--- src/rtl/battleship_board_renderer.sv ---
`timescale 1ns/1ps
`default_nettype none
// ============================================================================
// Module   : battleship_board_renderer
// Purpose  : Two-stage pixel renderer for the battleship VGA path. It draws
//            NUM_BOARDS square boards of BOARD_N x BOARD_N cells side by side,
//            with black dividers between them. Cell states are fetched from an
//            external synchronous board RAM. A placement/aim cursor is overlaid
//            on the boards, and the syncs are delayed to match the two-strobe
//            pipeline latency.
// Ports    : clk, rst_n (async, active low), pix_en (pixel strobe)
//            x, y, de, hsync, vsync            - timing controller inputs
//            view_swap, own_board              - board placement / water shade
//            cur_board, cur_row, cur_col,
//            cur_len                           - cursor (cur_len = 0 hides it)
//            rd_board, rd_row, rd_col, rd_data - board RAM read port
//            r, g, b, hsync_o, vsync_o, de_o   - DAC side outputs
// Options  : `define CURSOR_BLINK_EN makes the cursor blink. It toggles every
//            BLINK_FRAMES vsync falls. When undefined, the cursor is solid.
// Revision : 1.0 - initial release
// ============================================================================
module battleship_board_renderer #(
    parameter int BOARD_N      = 5,
    parameter int NUM_BOARDS   = 2,
    parameter int CELL_PX      = 58,
    parameter int FRAME_PX     = 4,
    parameter int LINE_PX      = 2,
    parameter int BLINK_FRAMES = 16,
    parameter int XY_W         = 10,
    localparam int c_BW = (NUM_BOARDS > 1) ? $clog2(NUM_BOARDS) : 1,
    localparam int c_CW = (BOARD_N > 1) ? $clog2(BOARD_N) : 1
) (
    input  logic            clk,
    input  logic            rst_n,
    input  logic            pix_en,
    input  logic [XY_W-1:0] x,
    input  logic [XY_W-1:0] y,
    input  logic            de,
    input  logic            hsync,
    input  logic            vsync,
    input  logic            view_swap,
    input  logic [c_BW-1:0] own_board,
    input  logic [c_BW-1:0] cur_board,
    input  logic [c_CW-1:0] cur_row,
    input  logic [c_CW-1:0] cur_col,
    input  logic [2:0]      cur_len,
    output logic [c_BW-1:0] rd_board,
    output logic [c_CW-1:0] rd_row,
    output logic [c_CW-1:0] rd_col,
    input  logic [1:0]      rd_data,
    output logic [7:0]      r,
    output logic [7:0]      g,
    output logic [7:0]      b,
    output logic            hsync_o,
    output logic            vsync_o,
    output logic            de_o
);

    // ------------------------------------------------------------------------
    // Constants
    // ------------------------------------------------------------------------
    localparam int c_PITCH = CELL_PX + FRAME_PX;
    // Cursor compare width: one bit wider than col/len so col+len never wraps
    localparam int c_SW    = ((c_CW > 3) ? c_CW : 3) + 1;

    localparam logic [XY_W-1:0] c_OFF_ONE    = XY_W'(1);
    localparam logic [XY_W-1:0] c_PITCH_LAST = XY_W'(c_PITCH - 1);
    localparam logic [XY_W-1:0] c_LINE_LAST  = XY_W'(LINE_PX - 1);
    localparam logic [XY_W-1:0] c_FRAME      = XY_W'(FRAME_PX);
    localparam logic [XY_W-1:0] c_CELL       = XY_W'(CELL_PX);

    // Column/row counters hold 0..BOARD_N; BOARD_N means "divider" for the
    // column counter and "below the boards" for the row counter.
    localparam logic [c_CW:0] c_CNT_ONE  = (c_CW + 1)'(1);
    localparam logic [c_CW:0] c_COL_LAST = (c_CW + 1)'(BOARD_N - 1);
    localparam logic [c_CW:0] c_CNT_END  = (c_CW + 1)'(BOARD_N);

    // Slot counter holds 0..NUM_BOARDS; NUM_BOARDS means "right of all slots".
    localparam logic [c_BW:0]   c_SLOT_ONE   = (c_BW + 1)'(1);
    localparam logic [c_BW:0]   c_SLOT_LAST  = (c_BW + 1)'(NUM_BOARDS - 1);
    localparam logic [c_BW:0]   c_SLOT_OFF   = (c_BW + 1)'(NUM_BOARDS);
    localparam logic [c_BW-1:0] c_BOARD_LAST = c_BW'(NUM_BOARDS - 1);

    localparam logic [23:0] c_BLACK      = 24'h000000;
    localparam logic [23:0] c_WHITE      = 24'hFFFFFF;
    localparam logic [23:0] c_CURSOR     = 24'hFF8C00;
    localparam logic [23:0] c_OWN_WATER  = 24'h0000FF;
    localparam logic [23:0] c_FOE_WATER  = 24'h66CCFF;
    localparam logic [23:0] c_SHIP       = 24'h00FF00;
    localparam logic [23:0] c_MISS       = 24'hFF0000;
    localparam logic [23:0] c_HIT        = 24'hFFFF00;

    // ------------------------------------------------------------------------
    // Horizontal position counters. The w_* values describe the current pixel.
    // At x == 0 they are forced to the origin, so the stored state only needs
    // to be valid for the following strobes of the same line.
    // ------------------------------------------------------------------------
    logic [XY_W-1:0] r_ox, w_ox, w_ox_nxt;
    logic [c_CW:0]   r_col, w_col, w_col_nxt;
    logic [c_BW:0]   r_slot, w_slot, w_slot_nxt;

    always_comb begin
        w_ox   = r_ox;
        w_col  = r_col;
        w_slot = r_slot;
        if (x == '0) begin
            w_ox   = '0;
            w_col  = '0;
            w_slot = '0;
        end
    end

    always_comb begin
        w_ox_nxt   = w_ox + c_OFF_ONE;
        w_col_nxt  = w_col;
        w_slot_nxt = w_slot;
        if (w_slot == c_SLOT_OFF) begin
            w_ox_nxt = w_ox;                       // saturated past the last slot
        end else if (w_col == c_CNT_END) begin
            if (w_ox == c_LINE_LAST) begin         // end of divider
                w_ox_nxt   = '0;
                w_col_nxt  = '0;
                w_slot_nxt = w_slot + c_SLOT_ONE;
            end
        end else if (w_ox == c_PITCH_LAST) begin   // end of a cell
            w_ox_nxt = '0;
            if (w_col != c_COL_LAST) begin
                w_col_nxt = w_col + c_CNT_ONE;
            end else if (w_slot == c_SLOT_LAST) begin
                w_slot_nxt = c_SLOT_OFF;
            end else if (LINE_PX == 0) begin
                w_col_nxt  = '0;
                w_slot_nxt = w_slot + c_SLOT_ONE;
            end else begin
                w_col_nxt = c_CNT_END;
            end
        end
    end

    // ------------------------------------------------------------------------
    // Vertical position counters. They are stepped once per line, on the
    // x == 0 strobe. The stored value then describes the line being drawn.
    // ------------------------------------------------------------------------
    logic [XY_W-1:0] r_oy, w_oy, w_oy_adv;
    logic [c_CW:0]   r_row, w_row, w_row_adv;

    always_comb begin
        w_oy_adv  = r_oy + c_OFF_ONE;
        w_row_adv = r_row;
        if (r_row == c_CNT_END) begin
            w_oy_adv = r_oy;                       // saturated below the boards
        end else if (r_oy == c_PITCH_LAST) begin
            w_oy_adv  = '0;
            w_row_adv = r_row + c_CNT_ONE;
        end
        w_oy  = r_oy;
        w_row = r_row;
        if (x == '0) begin
            if (y == '0) begin
                w_oy  = '0;
                w_row = '0;
            end else begin
                w_oy  = w_oy_adv;
                w_row = w_row_adv;
            end
        end
    end

    always_ff @(posedge clk or negedge rst_n) begin
        if (!rst_n) begin
            r_ox   <= '0;
            r_col  <= '0;
            r_slot <= '0;
            r_oy   <= '0;
            r_row  <= '0;
        end else if (pix_en) begin
            r_ox   <= w_ox_nxt;
            r_col  <= w_col_nxt;
            r_slot <= w_slot_nxt;
            if (x == '0) begin
                r_oy  <= w_oy;
                r_row <= w_row;
            end
        end
    end

    // ------------------------------------------------------------------------
    // Stage 1: classify the pixel, issue the RAM read, evaluate the cursor
    // ------------------------------------------------------------------------
    logic            w_on_cell;
    logic            w_inside;
    logic            w_divider;
    logic [c_BW-1:0] w_board;
    logic [c_SW-1:0] w_col_e;
    logic [c_SW-1:0] w_cur_lo;
    logic [c_SW-1:0] w_cur_hi;
    logic            w_cur_hit;

    assign w_board   = view_swap ? (c_BOARD_LAST - w_slot[c_BW-1:0]) : w_slot[c_BW-1:0];
    assign w_on_cell = (w_slot != c_SLOT_OFF) && (w_col != c_CNT_END) && (w_row != c_CNT_END);
    assign w_inside  = w_on_cell && (w_ox >= c_FRAME) && (w_ox < c_CELL)
                                 && (w_oy >= c_FRAME) && (w_oy < c_CELL);
    // The divider runs the full screen height.
    assign w_divider = (w_slot != c_SLOT_OFF) && (w_col == c_CNT_END);

    assign w_col_e   = c_SW'(w_col[c_CW-1:0]);
    assign w_cur_lo  = c_SW'(cur_col);
    assign w_cur_hi  = c_SW'(cur_col) + c_SW'(cur_len);
    assign w_cur_hit = w_on_cell && (w_board == cur_board)
                                 && (w_row[c_CW-1:0] == cur_row)
                                 && (w_col_e >= w_cur_lo) && (w_col_e < w_cur_hi);

    logic r_s1_inside, r_s1_div, r_s1_cur, r_s1_own, r_s1_de, r_s1_hs, r_s1_vs;

    always_ff @(posedge clk or negedge rst_n) begin
        if (!rst_n) begin
            rd_board    <= '0;
            rd_row      <= '0;
            rd_col      <= '0;
            r_s1_inside <= 1'b0;
            r_s1_div    <= 1'b0;
            r_s1_cur    <= 1'b0;
            r_s1_own    <= 1'b0;
            r_s1_de     <= 1'b0;
            r_s1_hs     <= 1'b1;
            r_s1_vs     <= 1'b1;
        end else if (pix_en) begin
            // Off-board pixels park the read address at cell 0 of board 0.
            rd_board    <= w_on_cell ? w_board : '0;
            rd_row      <= w_on_cell ? w_row[c_CW-1:0] : '0;
            rd_col      <= w_on_cell ? w_col[c_CW-1:0] : '0;
            r_s1_inside <= w_inside;
            r_s1_div    <= w_divider;
            r_s1_cur    <= w_cur_hit;
            r_s1_own    <= (w_board == own_board);
            r_s1_de     <= de;
            r_s1_hs     <= hsync;
            r_s1_vs     <= vsync;
        end
    end

    // ------------------------------------------------------------------------
    // Cursor blink phase
    // ------------------------------------------------------------------------
    logic w_blink_phase;

`ifdef CURSOR_BLINK_EN
    localparam int c_BLW = (BLINK_FRAMES > 1) ? $clog2(BLINK_FRAMES) : 1;
    localparam logic [c_BLW-1:0] c_BLINK_LAST = c_BLW'(BLINK_FRAMES - 1);
    localparam logic [c_BLW-1:0] c_BLINK_ONE  = c_BLW'(1);

    logic [c_BLW-1:0] r_blink_cnt;
    logic             r_blink_phase;
    logic             r_vsync_d;

    // Counts vsync falling edges on every clock, independent of pix_en.
    always_ff @(posedge clk or negedge rst_n) begin
        if (!rst_n) begin
            r_blink_cnt   <= '0;
            r_blink_phase <= 1'b1;
            r_vsync_d     <= 1'b1;
        end else begin
            r_vsync_d <= vsync;
            if (r_vsync_d && !vsync) begin
                if (r_blink_cnt == c_BLINK_LAST) begin
                    r_blink_cnt   <= '0;
                    r_blink_phase <= ~r_blink_phase;
                end else begin
                    r_blink_cnt <= r_blink_cnt + c_BLINK_ONE;
                end
            end
        end
    end

    assign w_blink_phase = r_blink_phase;
`else
    // A solid cursor has no frame period to count.
    logic w_unused_blink;
    assign w_unused_blink = ^BLINK_FRAMES;
    assign w_blink_phase  = 1'b1;
`endif

    // ------------------------------------------------------------------------
    // Stage 2: colour from rd_data (which answers the stage-1 address)
    // ------------------------------------------------------------------------
    logic [23:0] w_rgb;

    always_comb begin
        w_rgb = c_WHITE;
        if (!r_s1_de) begin
            w_rgb = c_BLACK;
        end else if (r_s1_div) begin
            w_rgb = c_BLACK;
        end else if (r_s1_cur && w_blink_phase) begin
            w_rgb = c_CURSOR;
        end else if (r_s1_inside) begin
            case (rd_data)
                2'b00:   w_rgb = r_s1_own ? c_OWN_WATER : c_FOE_WATER;
                2'b01:   w_rgb = c_SHIP;
                2'b10:   w_rgb = c_MISS;
                default: w_rgb = c_HIT;
            endcase
        end
    end

    always_ff @(posedge clk or negedge rst_n) begin
        if (!rst_n) begin
            r       <= '0;
            g       <= '0;
            b       <= '0;
            de_o    <= 1'b0;
            hsync_o <= 1'b1;
            vsync_o <= 1'b1;
        end else if (pix_en) begin
            r       <= w_rgb[23:16];
            g       <= w_rgb[15:8];
            b       <= w_rgb[7:0];
            de_o    <= r_s1_de;
            hsync_o <= r_s1_hs;
            vsync_o <= r_s1_vs;
        end
    end

endmodule
`default_nettype wire

--- config.mk ---
export PLATFORM = sky130hd
export DESIGN_NAME = battleship_board_renderer
export DESIGN_NICKNAME = d
export VERILOG_FILES = /design/src/rtl/battleship_board_renderer.sv
export SDC_FILE = /design/constraint.sdc
export NUM_CORES = 1
export LEC_CHECK = 0
export ABC_AREA = 1
export BUFFER_PORTS_ARGS = -buffer_cell sky130_fd_sc_hd__clkbuf_2
export CAP_MARGIN = 40
export CORE_ASPECT_RATIO = 1.1
export CORE_MARGIN = 2
export CORE_UTILIZATION = 25
export CTS_BUF_LIST = sky130_fd_sc_hd__clkbuf_4 sky130_fd_sc_hd__clkbuf_8 sky130_fd_sc_hd__clkbuf_16
export DETAILED_ROUTE_END_ITERATION = 8
export PLACE_DENSITY = 0.45
export SLEW_MARGIN = 10
export SYNTH_ARGS = -nofsm -noshare
export SYNTH_HDL_FRONTEND = slang
export SYNTH_SLANG_ARGS = --single-unit
--- constraint.sdc ---
create_clock -name clk -period 5.73 [get_ports clk]
set_clock_uncertainty 0.1 [all_clocks]
set_input_delay 0.573 -clock clk [delete_from_list [all_inputs] [get_ports clk]]
set_output_delay 0.573 -clock clk [all_outputs]
set_load 0.02 [all_outputs]
# Yosys cells after proc, flatten, opt, wreduce, memory -nomap -nowiden
# Index checks and enable logic that the tools add are counted.
# Widths: inputs -> output; s select.
# totals
ff_bits,71
in_bits,40
output_inout_bits,34
word_cells,102
# classes
add_sub_neg,7
order_cmp,6
n_eq_ne,16
muxes,37
reduce_logical,15
# ops
operator,count
$mux 24,4
$mux 10,9
$pmux 24 s3,1
$mux 4,11
$mux 23,1
$add 10x1->10 const B,2
$eq 10x6->1 const B,2
$ge 10x3->1 const B,2
$logic_not 10->1,2
$lt 10x6->1 const B,2
$mux 2,7
$ne 4x3->1 const B,3
$logic_and 1x1->1,11
$eq 10x1->1 const B,1
$add 4x1->4 const B,2
$eq 4x3->1 const B,2
$mux 3,2
$add 3x3->4,1
$eq 2x1->1 const B,2
$eq 2x2->1 const B,2
$lt 3x4->1,1
$eq 3x3->1,1
$ge 3x3->1,1
$add 2x1->2 const B,1
other kinds (6),8

# Logic depth before layout (Yosys ltp)
# Gate-level depths: netlist of the first run.
# depth
depth_word,11
mapped_depth,18
mapped_depth_nobuf,17

# Worst setup path before layout of the first run
# Ideal clock, no wire load.
# synth_path
path_kind,input to register
from,input x[1]
to,register r_ox[8]
setup_time_ns,0.083
arrival_ns,2.429
required_ns,5.547
path_slack_ns,3.118
cell_stages,15
path_buffers,2
path_cell_list,nor2_2 > inv_1 > nor2_2 > nand2_2 > buf_2 > nand2_1 > inv_1 > ha_1 > clkbuf_1 > inv_1 > nand2_1 > nor3_1 > nand3_1 > xor2_1 > o21ai_0
# synth_via
elab_chain_len,6
elab_cells_between_ends,13
classes_between,add/sub (1); eq/ne (4); mux (7); reduce/logical (1)
# synth_lines
item,line_no,text
"start, declared",36,"input logic [XY_W-1:0] x,"
$logic_not 10->1 *,106,if (x == '0) begin
$mux 10,106,
"$add 10x1->10, or another cell as far along",114,w_ox_nxt = w_ox + c_OFF_ONE;
$mux 10 (on tied branches),"125, 120",
$mux 10,119,end else if (w_col == c_CNT_END) begin
$mux 10 *,117,if (w_slot == c_SLOT_OFF) begin
"end signal, assigned",177,r_ox <= w_ox_nxt;
"end, declared",98,"logic [XY_W-1:0] r_ox, w_ox, w_ox_nxt;"
# Every way passes the cells marked *; elsewhere a longest branch is shown, timed or not.
# A chain may end at the register's enable or synchronous reset.

# Final worst setup path of the first run
# layout_path
from,input x[5]
to,register r_ox[8]
# Same word-level chain as after synthesis.

==> impl_metrics.csv, run 1 <==
group,metric,value,unit
clock_network,cts_made_buffers,5,
clock_network,cts_num_sinks,53,
finish,diodes,0,
power_and_ir_drop,total_power,1.350,mW
logic_synthesis,ys_ff_latch,53,
global_routing,track_usage,0.1286,
place,port_buffers,73,
setup_path,critPathLaunchType,"primary input",
timing,finalSetupViolCount,0,
clock_network,cts_resized,0,
logic_synthesis,synth.distinct_cells,38,
worst_hold_path,hp-class,"primary input to async pin",
die,std_cell_rows,48,
logic_synthesis,synth_top_area_frac,0.3032,
clock_network,cts_setup_buffers,0,
setup_path,critPathKind,"primary input to flip-flop",
clock_network,htree_levels,2,
logic_synthesis,synth_cells,600,
logic_synthesis,seq_area_frac_synth,0.3292,
clock_network,tritoncts,"built",
setup_path,r2r_slack,3380,ps
route,wl,10770,um
finish,syn2layout_area_growth,14.39,%
die,die_w,125.3,um
die,die_area,0.01721,mm^2
global_routing,grt_max_degree,54,
place,post-dp-hpwl,7969,um
route,drc_errors,0,
setup_path,crit_fanout,17,
timing,period_needed,2914,ps
timing,slew_violations,0,
power_and_ir_drop,power_density,291.9,mW/mm^2
logic_synthesis,ys.flop_type,"dfrtp_1",
logic_synthesis,yosys-top-cells-area,"dfrtp_1 (30%), nand2_1 (16%), ha_1 (6.8%), inv_1 (6.4%), nand3_1 (6.2%)",
logic_synthesis,synth_edf_count,0,
logic_synthesis,synth_nets,663,
job,maxCapViolCount,0,
global_routing,grt-ovfl-total,0,
die,io_pins,74,
logic_synthesis,synth-xor-area-share,0.01516,
power_and_ir_drop,max-vdd-ir-drop,118.3,uV
setup_path,endpoint_kind,"flip-flop",
setup_path,r2r_start,"r_slot[0]$_DFFE_PN0P_",
logic_synthesis,synth_area,0.004044,mm^2
setup_path,critPathArrivalTime,3030,ps
status,outcome,"finished clean",
timing,hold_viol,0,
timing,worst_pin_slew,722.0,ps
power_and_ir_drop,p_leak,2.412,nW
logic_synthesis,synth_adder_area_share,0.07302,
place,dpl.cell_count,843,
setup_path,crit_end,"r_ox[8]$_DFFE_PN0P_",
clock_network,insertion_delay,300,ps
global_routing,grt_pass1_vias,3701,
clock_network,clk_path_buf_depth,2,
logic_synthesis,synth_top_family_by_area,"simple AND/OR/NAND/NOR gates",
clock_network,cts_hold_buffers,0,
setup_path,cp-startpoint,"x[5]",
finish,final_cells,851,
route,routedWlPerCell,12.66,um
logic_synthesis,synthSimpleGateAreaFrac,0.3645,
die,core_region_area,0.01574,mm^2
logic_synthesis,async_flop_share,1.000,
timing,timing.slew.headroom,0.5187,
route,dr.pass1.iters,4,
logic_synthesis,post_synth_mux_area_share,0,
timing,period_share,0.5085,
die,dieHeight,137.4,um
route,drtIter0Drc,218,
global_routing,grt_antenna_before_repair,0,
clock_network,clockRootBuffer,"clkbuf_16",
global_routing,grt_pass1_wl,18110,um
clock_network,path_clk_slew,80,ps
logic_synthesis,synth-compound-area-share,0.09313,
logic_synthesis,syn_avg_cell_area,6.740,um^2
finish,drive_gt1_frac,0.1874,
timing,rsz0062_at_grt,"no",
finish,nNetsFinal,713,
setup_path,reg2reg_to,"r_ox[8]$_DFFE_PN0P_",
timing,fmax,0.3432,GHz
finish,fillers,1742,
logic_synthesis,yosysWarnings,0,
route,vias,3756,
timing,tns,0,ps
route,ant_nets,0,
die,start_util,0.2570,
logic_synthesis,synth_top_area_cell,"dfrtp_1",
setup_path,rr_worst_depth,8,
route,vias_per_cell,4.414,
place,place_congestion,0.8322,
setup_path,cp.required,5850,ps
-- layout make-up --
cell class | instances | area [um^2] | area share
inverter | 77 | 289.0 | 0.06248
clock buffer | 6 | 138.9 | 0.03002
multi-input combinational | 436 | 2207 | 0.4771
timing repair buffer | 77 | 395.4 | 0.08547
sequential | 53 | 1331 | 0.2878
clock inverter | 2 | 13.76 | 0.002975
tap | 200 | 250.2 | 0.05410
-- synthesized netlist by cell type (3+ instances only) --
| cell type | count |
|---|---|
| nand2_2 | 7 |
| nand3_1 | 50 |
| inv_2 | 6 |
| o21ai_0 | 32 |
| nor2_1 | 63 |
| o22ai_1 | 7 |
| buf_4 | 19 |
| inv_1 | 69 |
| ha_1 | 22 |
| nor2_2 | 11 |
| o21ai_1 | 11 |
| nand3b_1 | 4 |
| nand4_1 | 15 |
| nand2_1 | 177 |
| a21oi_1 | 12 |
| nand3_2 | 3 |
| xor2_1 | 5 |
| clkbuf_1 | 9 |
| dfstp_2 | 4 |
| dfrtp_1 | 49 |
-- layer usage --
layer,up-vias,track usage,wire [um]
li1,1991,-,-
met1,1699,0.1628,4987
met2,60,0.2313,5415
met3,6,0.01748,279
met4,0,0.03457,88
met5,-,0,0
-- power breakdown --
part / internal (mW) / total, mW / switching (mW)
clock network: 0.175 / 0.325 / 0.150
registers: 0.437 / 0.483 / 0.0456
logic: 0.184 / 0.542 / 0.358
total: 0.796 / 1.35 / 0.554
-- sequential cells by signal, summed over array words and instances, names as in the netlist --
signal / cells
b: 1
de_o: 1
g: 3
hsync_o: 1
r: 2
r_col: 4
r_ox: 10
r_oy: 10
r_row: 4
r_s1_cur: 1
r_s1_de: 1
r_s1_div: 1
r_s1_hs: 1
r_s1_inside: 1
r_s1_own: 1
r_s1_vs: 1
r_slot: 2
rd_board: 1
rd_col: 3
rd_row: 3
vsync_o: 1
-- kinds of logic after synthesis --
| group | count (synthesis) |
|---|---|
| compound gates | 69 |
| simple gates | 337 |
| fa+ha+maj | 23 |
| buf+inv | 111 |
| xor+xnor | 7 |
| flops | 53 |
-- placed cells by master (no fill, tap or decap), types with 5 or more instances in the layout --
master / Yosys / routed
nor2_2: 11 / 11
o21ai_1: 11 / 11
nand2_1: 177 / 177
inv_1: 69 / 69
xor2_1: 5 / 5
o22ai_1: 7 / 7
a21oi_1: 12 / 12
clkbuf_16: 0 / 5
nand3_1: 50 / 50
clkbuf_2: 0 / 73
nand4_1: 15 / 15
nor2_1: 63 / 63
dfrtp_1: 49 / 49
o21ai_0: 32 / 32
ha_1: 22 / 22
nand2_2: 7 / 7
inv_2: 6 / 6
-- critical path, stage by stage --
cell      delay (ps)
clkbuf_2          90
nor2_2           110
nand2_1           70
nor2_2            90
nand2_2          230
nand2_1          250
inv_1             90
ha_1             280
inv_1            310
nand2_1          140
nor3_1           370
nand3_1          150
xor2_1           160
o21ai_0          130
-- per-stage QoR --
stage               hold WS (ps)  cell area [um^2]  worst slack, ps  utilization
finish                     296.8              4626             2816       0.2940
global route               348.9              4626             2511       0.2940
CTS                        347.2              4626             2779       0.2940
detailed placement         353.1              4473             2462       0.2843
global placement           351.7              4473             2614       0.2843
floorplan                  177.4              4044             3118            -
-- how the worst min path moves through the flow --
stage                              startpoint                    to  slack, ps
final                                   rst_n  r_row[1]$_DFFE_PN0P_        300
after global routing                    hsync   r_s1_hs$_DFFE_PN1P_        350
after CTS                               rst_n  r_row[3]$_DFFE_PN0P_        350
after detailed placement  hsync_o$_DFFE_PN1P_   hsync_o$_DFFE_PN1P_        350
after global placement    hsync_o$_DFFE_PN1P_   hsync_o$_DFFE_PN1P_        350
after floorplan                         rst_n      b[6]$_DFFE_PN0P_        180
(Power assumes the default switching activity.)
==> run 2: changes to the inputs <==
Settings changed: PLACE_DENSITY 0.45 to 0.47.
Clock period 5.73 ns to 2.52 ns, I/O delays scaled along.
==> run 2 against run 1 <==
Effect of this change: worst hold slack lost 310 ps; largest cell class unchanged; global-route usage rose by 0.20 points; highest routed layer unchanged; combinational power up 150%; largest power group unchanged; the flow now finishes with violations (negative hold slack).
==> impl_metrics.csv, run 2 (same netlist as run 1, synthesis figures left out) <==
group,metric,value,unit
finish,syn2layout_area_growth,16.65,%
die,io_pins,74,
timing,holdWs,-9.409,ps
setup_path,critPathLaunchType,"flip-flop",
clock_network,htree_levels,2,
clock_network,cts_hold_buffers,0,
power_and_ir_drop,power_density,672.0,mW/mm^2
timing,worst_pin_slew,736.3,ps
die,dieHeight,137.4,um
die,core_region_area,0.01574,mm^2
setup_path,path_common_cell,"nor2_1",
place,place_congestion,0.8861,
setup_path,slowest_stage,"dfrtp_1",
route,vias_per_cell,4.525,
die,die_area,0.01721,mm^2
die,die_w,125.3,um
clock_network,cts_setup_buffers,0,
timing,slew_violations,0,
job,maxCapViolCount,0,
finish,final_cell_mix,"nand2_1 (177), clkbuf_2 (73), inv_1 (69)",
die,std_cell_rows,48,
timing,fmax,0.4425,GHz
global_routing,track_usage,0.1306,
clock_network,clk_path_buf_depth,2,
route,ant_nets,0,
setup_path,critPathMaxStageDelay,440,ps
route,drtIter0Drc,261,
setup_path,crit_fanout,8,
timing,rsz0062_at_grt,"no",
global_routing,grt_pass1_vias,3766,
timing,tns,0,ps
clock_network,cts_num_sinks,53,
clock_network,cts_resized,0,
die,start_util,0.2570,
global_routing,grt_pass1_wl,18450,um
route,routedWlPerCell,12.75,um
setup_path,endpoint_kind,"flip-flop",
global_routing,grt_antenna_before_repair,0,
status,outcome,"complete, but fails checks",
finish,nNetsFinal,725,
worst_hold_path,hp-class,"primary input to async pin",
clock_network,cts_made_buffers,5,
place,post-dp-hpwl,8408,um
setup_path,critPathKind,"flip-flop to flip-flop",
route,vias,3905,
power_and_ir_drop,max-vdd-ir-drop,290.8,uV
timing,timing.slew.headroom,0.5091,
route,wl,11010,um
timing,period_needed,2260,ps
timing,finalSetupViolCount,0,
status,violations,"negative hold slack",
global_routing,grt_max_degree,54,
setup_path,cp.required,2610,ps
power_and_ir_drop,p_leak,2.467,nW
finish,mostFrequentLayoutCell,"nand2_1",
finish,drive_gt1_frac,0.2021,
route,dr.pass1.iters,5,
global_routing,grt-ovfl-total,0,
clock_network,path_clk_slew,80,ps
clock_network,insertion_delay,300,ps
timing,period_share,0.8967,
clock_network,clockRootBuffer,"clkbuf_16",
setup_path,critical_path.cell_chain,"inv_1, ha_1, nand3_2, nand3_2, nand2_1, nand2_1, inv_1, nor2_1, nor2_1, nor2_1, nor2_1, nand3_1, nand2_1",
route,drc_errors,0,
finish,reg_top3,"r_ox (10), r_oy (10)",
finish,diodes,0,
setup_path,r2r_slack,260,ps
place,port_buffers,73,
timing,hold_viol,11,
clock_network,tritoncts,"built",
setup_path,critPathArrivalTime,2340,ps
## run 2: cell types whose count changed in the layout (fill, tap and decap cells not counted), sizes merged
cell	before	now
buf	4	16
clkinvlp	0	1
clkinv	4	2
clkbuf	79	80
## run 2: worst paths after layout
path | start | to | cells past startpoint
setup / recovery | r_row[1]$_DFFE_PN0P_ | r_s1_inside$_DFFE_PN0P_ | 13
hold / removal | rst_n | r_row[1]$_DFFE_PN0P_ | 2
setup reg to reg | r_row[1]$_DFFE_PN0P_ | r_s1_inside$_DFFE_PN0P_ | 13
hold reg to reg | r_s1_hs$_DFFE_PN1P_ | r_s1_hs$_DFFE_PN1P_ | 2
max in group asynchronous | rst_n | g[3]$_DFFE_PN0P_ | 2
min in group clk | hsync | r_s1_hs$_DFFE_PN1P_ | 3
## run 2: critical path, delay by kind of cell (launching register included)
family,cells,cell delay [ps]
buffers and inverters,2,200
flip-flops,1,440
adder cells (fa/ha/maj),1,180
AND/OR/NAND/NOR,10,1220
## run 2: layer usage
layer,part of all wire,track usage,vias up
met5,0,0,-
met3,0.043,0.01748,14
met4,0.012,0.03951,0
li1,-,-,2016
met2,0.50,0.2343,96
met1,0.45,0.1642,1779
## run 2: stage by stage
stage                     worst slack [ps]  power [mW]    util  instances  cell area [um^2]
after floorplan                      229.0       2.040       -        600              4044
after global placement               243.7       2.455  0.2900        855              4563
after detailed placement             177.5       2.451  0.2900        855              4563
after CTS                            250.2       3.214  0.2998        863              4717
after global routing                 35.50       3.446  0.2998        863              4717
final                                260.3       3.170  0.2998        863              4717
## run 2: cell type report
| type | count | area (um^2) |
|---|---|---|
| inverter | 77 | 289.0 |
| tap | 200 | 250.2 |
| timing repair buffer | 89 | 485.5 |
| multi-input combinational | 436 | 2207 |
| clock inverter | 1 | 7.507 |
| sequential | 53 | 1331 |
| clock buffer | 7 | 146.4 |
| fill | 1744 | 11020 |
## run 2: report_power, final
part / leakage, nW / total, mW / switching (mW) / internal, mW
combinational: 1.72 / 1.33 / 0.853 / 0.479
clock: 0.0736 / 0.739 / 0.331 / 0.408
sequential: 0.670 / 1.10 / 0.105 / 0.994
==> run 3: changes to the inputs <==
Settings changed: PLACE_DENSITY 0.47 to unset.
==> run 3 against run 2 <==
Effect of this change: critical path depth did not move; the flow now finishes without violations; non-clock buffer count increased by 1; worst setup slack better by 62 ps; via count fell by 1.5%; sequential power is essentially flat; cell area about the same; register-to-register slack improved by 60 ps; flip-flop and latch count is the same; global-route usage is 0.97 points lower; sequential share of layout area barely moved; power shrank 1.9%.
==> impl_metrics.csv, run 3 (same netlist as run 1, synthesis figures left out) <==
group,metric,value,unit
timing,timing.slew.headroom,0.5132,
global_routing,grt_antenna_before_repair,0,
worst_hold_path,hp-class,"primary input to flip-flop",
timing,period_needed,2197,ps
timing,tns,0,ps
place,pre_cts_ws,155.0,ps
clock_network,clockRootBuffer,"clkbuf_16",
finish,final_area,0.004716,mm^2
finish,syn2layout_area_growth,16.62,%
place,place_congestion,0.8612,
route,routedWlPerCell,11.93,um
route,met3_length,441,um
global_routing,grt_max_degree,29,
timing,slew_violations,0,
power_and_ir_drop,max-vdd-ir-drop,357.5,uV
global_routing,track_usage,0.1210,
job,maxCapViolCount,0,
clock_network,cts_hold_buffers,1,
route,drc_errors,0,
route,route.top_layer_used,"met4",
route,dr.pass1.iters,5,
finish,final_cell_mix,"nand2_1 (177), clkbuf_2 (73), inv_1 (69)",
die,std_cell_rows,48,
die,start_util,0.2570,
place,post-dp-hpwl,8100,um
clock_network,cts_setup_buffers,0,
setup_path,slowest_stage,"dfrtp_1",
setup_path,critPathMaxStageDelay,440,ps
die,die_area,0.01721,mm^2
route,drtIter0Drc,144,
clock_network,cts_num_sinks,53,
clock_network,cts_resized,0,
finish,drive_gt1_frac,0.2018,
timing,worst_slack,322.8,ps
timing,fmax,0.4551,GHz
route,ant_nets,0,
timing,finalSetupViolCount,0,
die,io_pins,74,
timing,worst_pin_slew,730.3,ps
setup_path,endpoint_kind,"flip-flop",
die,dieHeight,137.4,um
finish,reg_top3,"r_ox (10), r_oy (10)",
global_routing,grt_pass1_wl,17180,um
clock_network,path_clk_slew,70,ps
setup_path,critPathArrivalTime,2280,ps
die,core_region_area,0.01574,mm^2
finish,mostFrequentLayoutCell,"nand2_1",
timing,period_share,0.8719,
timing,hold_viol,0,
clock_network,insertion_delay,290,ps
clock_network,clk_path_buf_depth,2,
setup_path,cp.required,2600,ps
setup_path,critPathKind,"flip-flop to flip-flop",
place,port_buffers,73,
route,vias_per_cell,4.450,
power_and_ir_drop,p_leak,2.470,nW
global_routing,grt_pass1_vias,3682,
power_and_ir_drop,power_density,659.5,mW/mm^2
setup_path,critPathLaunchType,"flip-flop",
setup_path,critical_path.cell_chain,"inv_1, ha_1, nand3_2, nand3_2, nand2_1, nand2_1, inv_1, nor2_1, nor2_1, nor2_1, nor2_1, nand3_1, nand2_1",
status,outcome,"finished clean",
die,die_w,125.3,um
finish,nNetsFinal,726,
route,wl_met2,5136,um
timing,rsz0062_at_grt,"no",
clock_network,tritoncts,"built",
setup_path,crit_fanout,8,
route,met1_length,4527,um
clock_network,cts_made_buffers,5,
global_routing,grt-ovfl-total,0,
place,place_area,0.004563,mm^2
route,vias,3845,
finish,diodes,0,
clock_network,htree_levels,2,
setup_path,path_common_cell,"nor2_1",
route,wl,10310,um
-- run 3: cell count changes in the layout (fill, tap and decap cells not counted) --
cell / previous run / this run
clkinvlp_4: 1 / 0
clkbuf_8: 1 / 0
dlygate4sd3_1: 0 / 1
clkinv_2: 0 / 2
-- run 3: path summary, 6_finish.rpt --
check,startpoint,to,slack (ps),cells past startpoint
max,r_row[1]$_DFFE_PN0P_,r_s1_inside$_DFFE_PN0P_,320,13
min,vsync,r_s1_vs$_DFFE_PN1P_,40,3
max reg2reg,r_row[1]$_DFFE_PN0P_,r_s1_inside$_DFFE_PN0P_,320,13
min reg2reg,vsync_o$_DFFE_PN1P_,vsync_o$_DFFE_PN1P_,360,2
max in group asynchronous,rst_n,r_ox[4]$_DFFE_PN0P_,1180,3
min in group asynchronous,rst_n,rd_row[0]$_DFFE_PN0P_,460,2
-- run 3: power breakdown --
group          leakage (nW)  total [mW]  internal, mW  switching, mW
Combinational          1.73        1.33         0.488          0.838
Clock                0.0740       0.687         0.377          0.310
Sequential            0.670        1.10         0.995          0.103
-- run 3: area by class of cell --
cell class	count	area, um^2
Clock buffer	6	132.6
Clock inverter	2	10.01
Fill cell	1736	11020
Inverter	77	289.0
Multi-Input combinational cell	436	2207
Sequential cell	53	1331
Tap cell	200	250.2
Timing Repair Buffer	90	495.5
-- run 3: per-stage QoR --
step	hold slack, ps	util	power, mW	std cells
floorplan	-143.6	-	2.040	600
global placement	252.5	0.2900	2.440	855
detailed placement	253.8	0.2900	2.444	855
CTS	34.66	0.2997	3.151	864
global route	37.44	0.2997	3.377	864
finish	42.96	0.2997	3.110	864
-- run 3: metal layers --
metal,vias to the layer above,GRT usage
met4,0,0.04012
met5,-,0
li1,2016,-
met3,16,0.01903
met1,1742,0.1459
met2,71,0.2207
-- run 3: critical path, delay by kind of cell (launching register included) --
family | cells | cell delay, ps
adder cells (fa/ha/maj) | 1 | 180
buffers and inverters | 2 | 190
flip-flops | 1 | 440
AND/OR/NAND/NOR | 10 | 1190
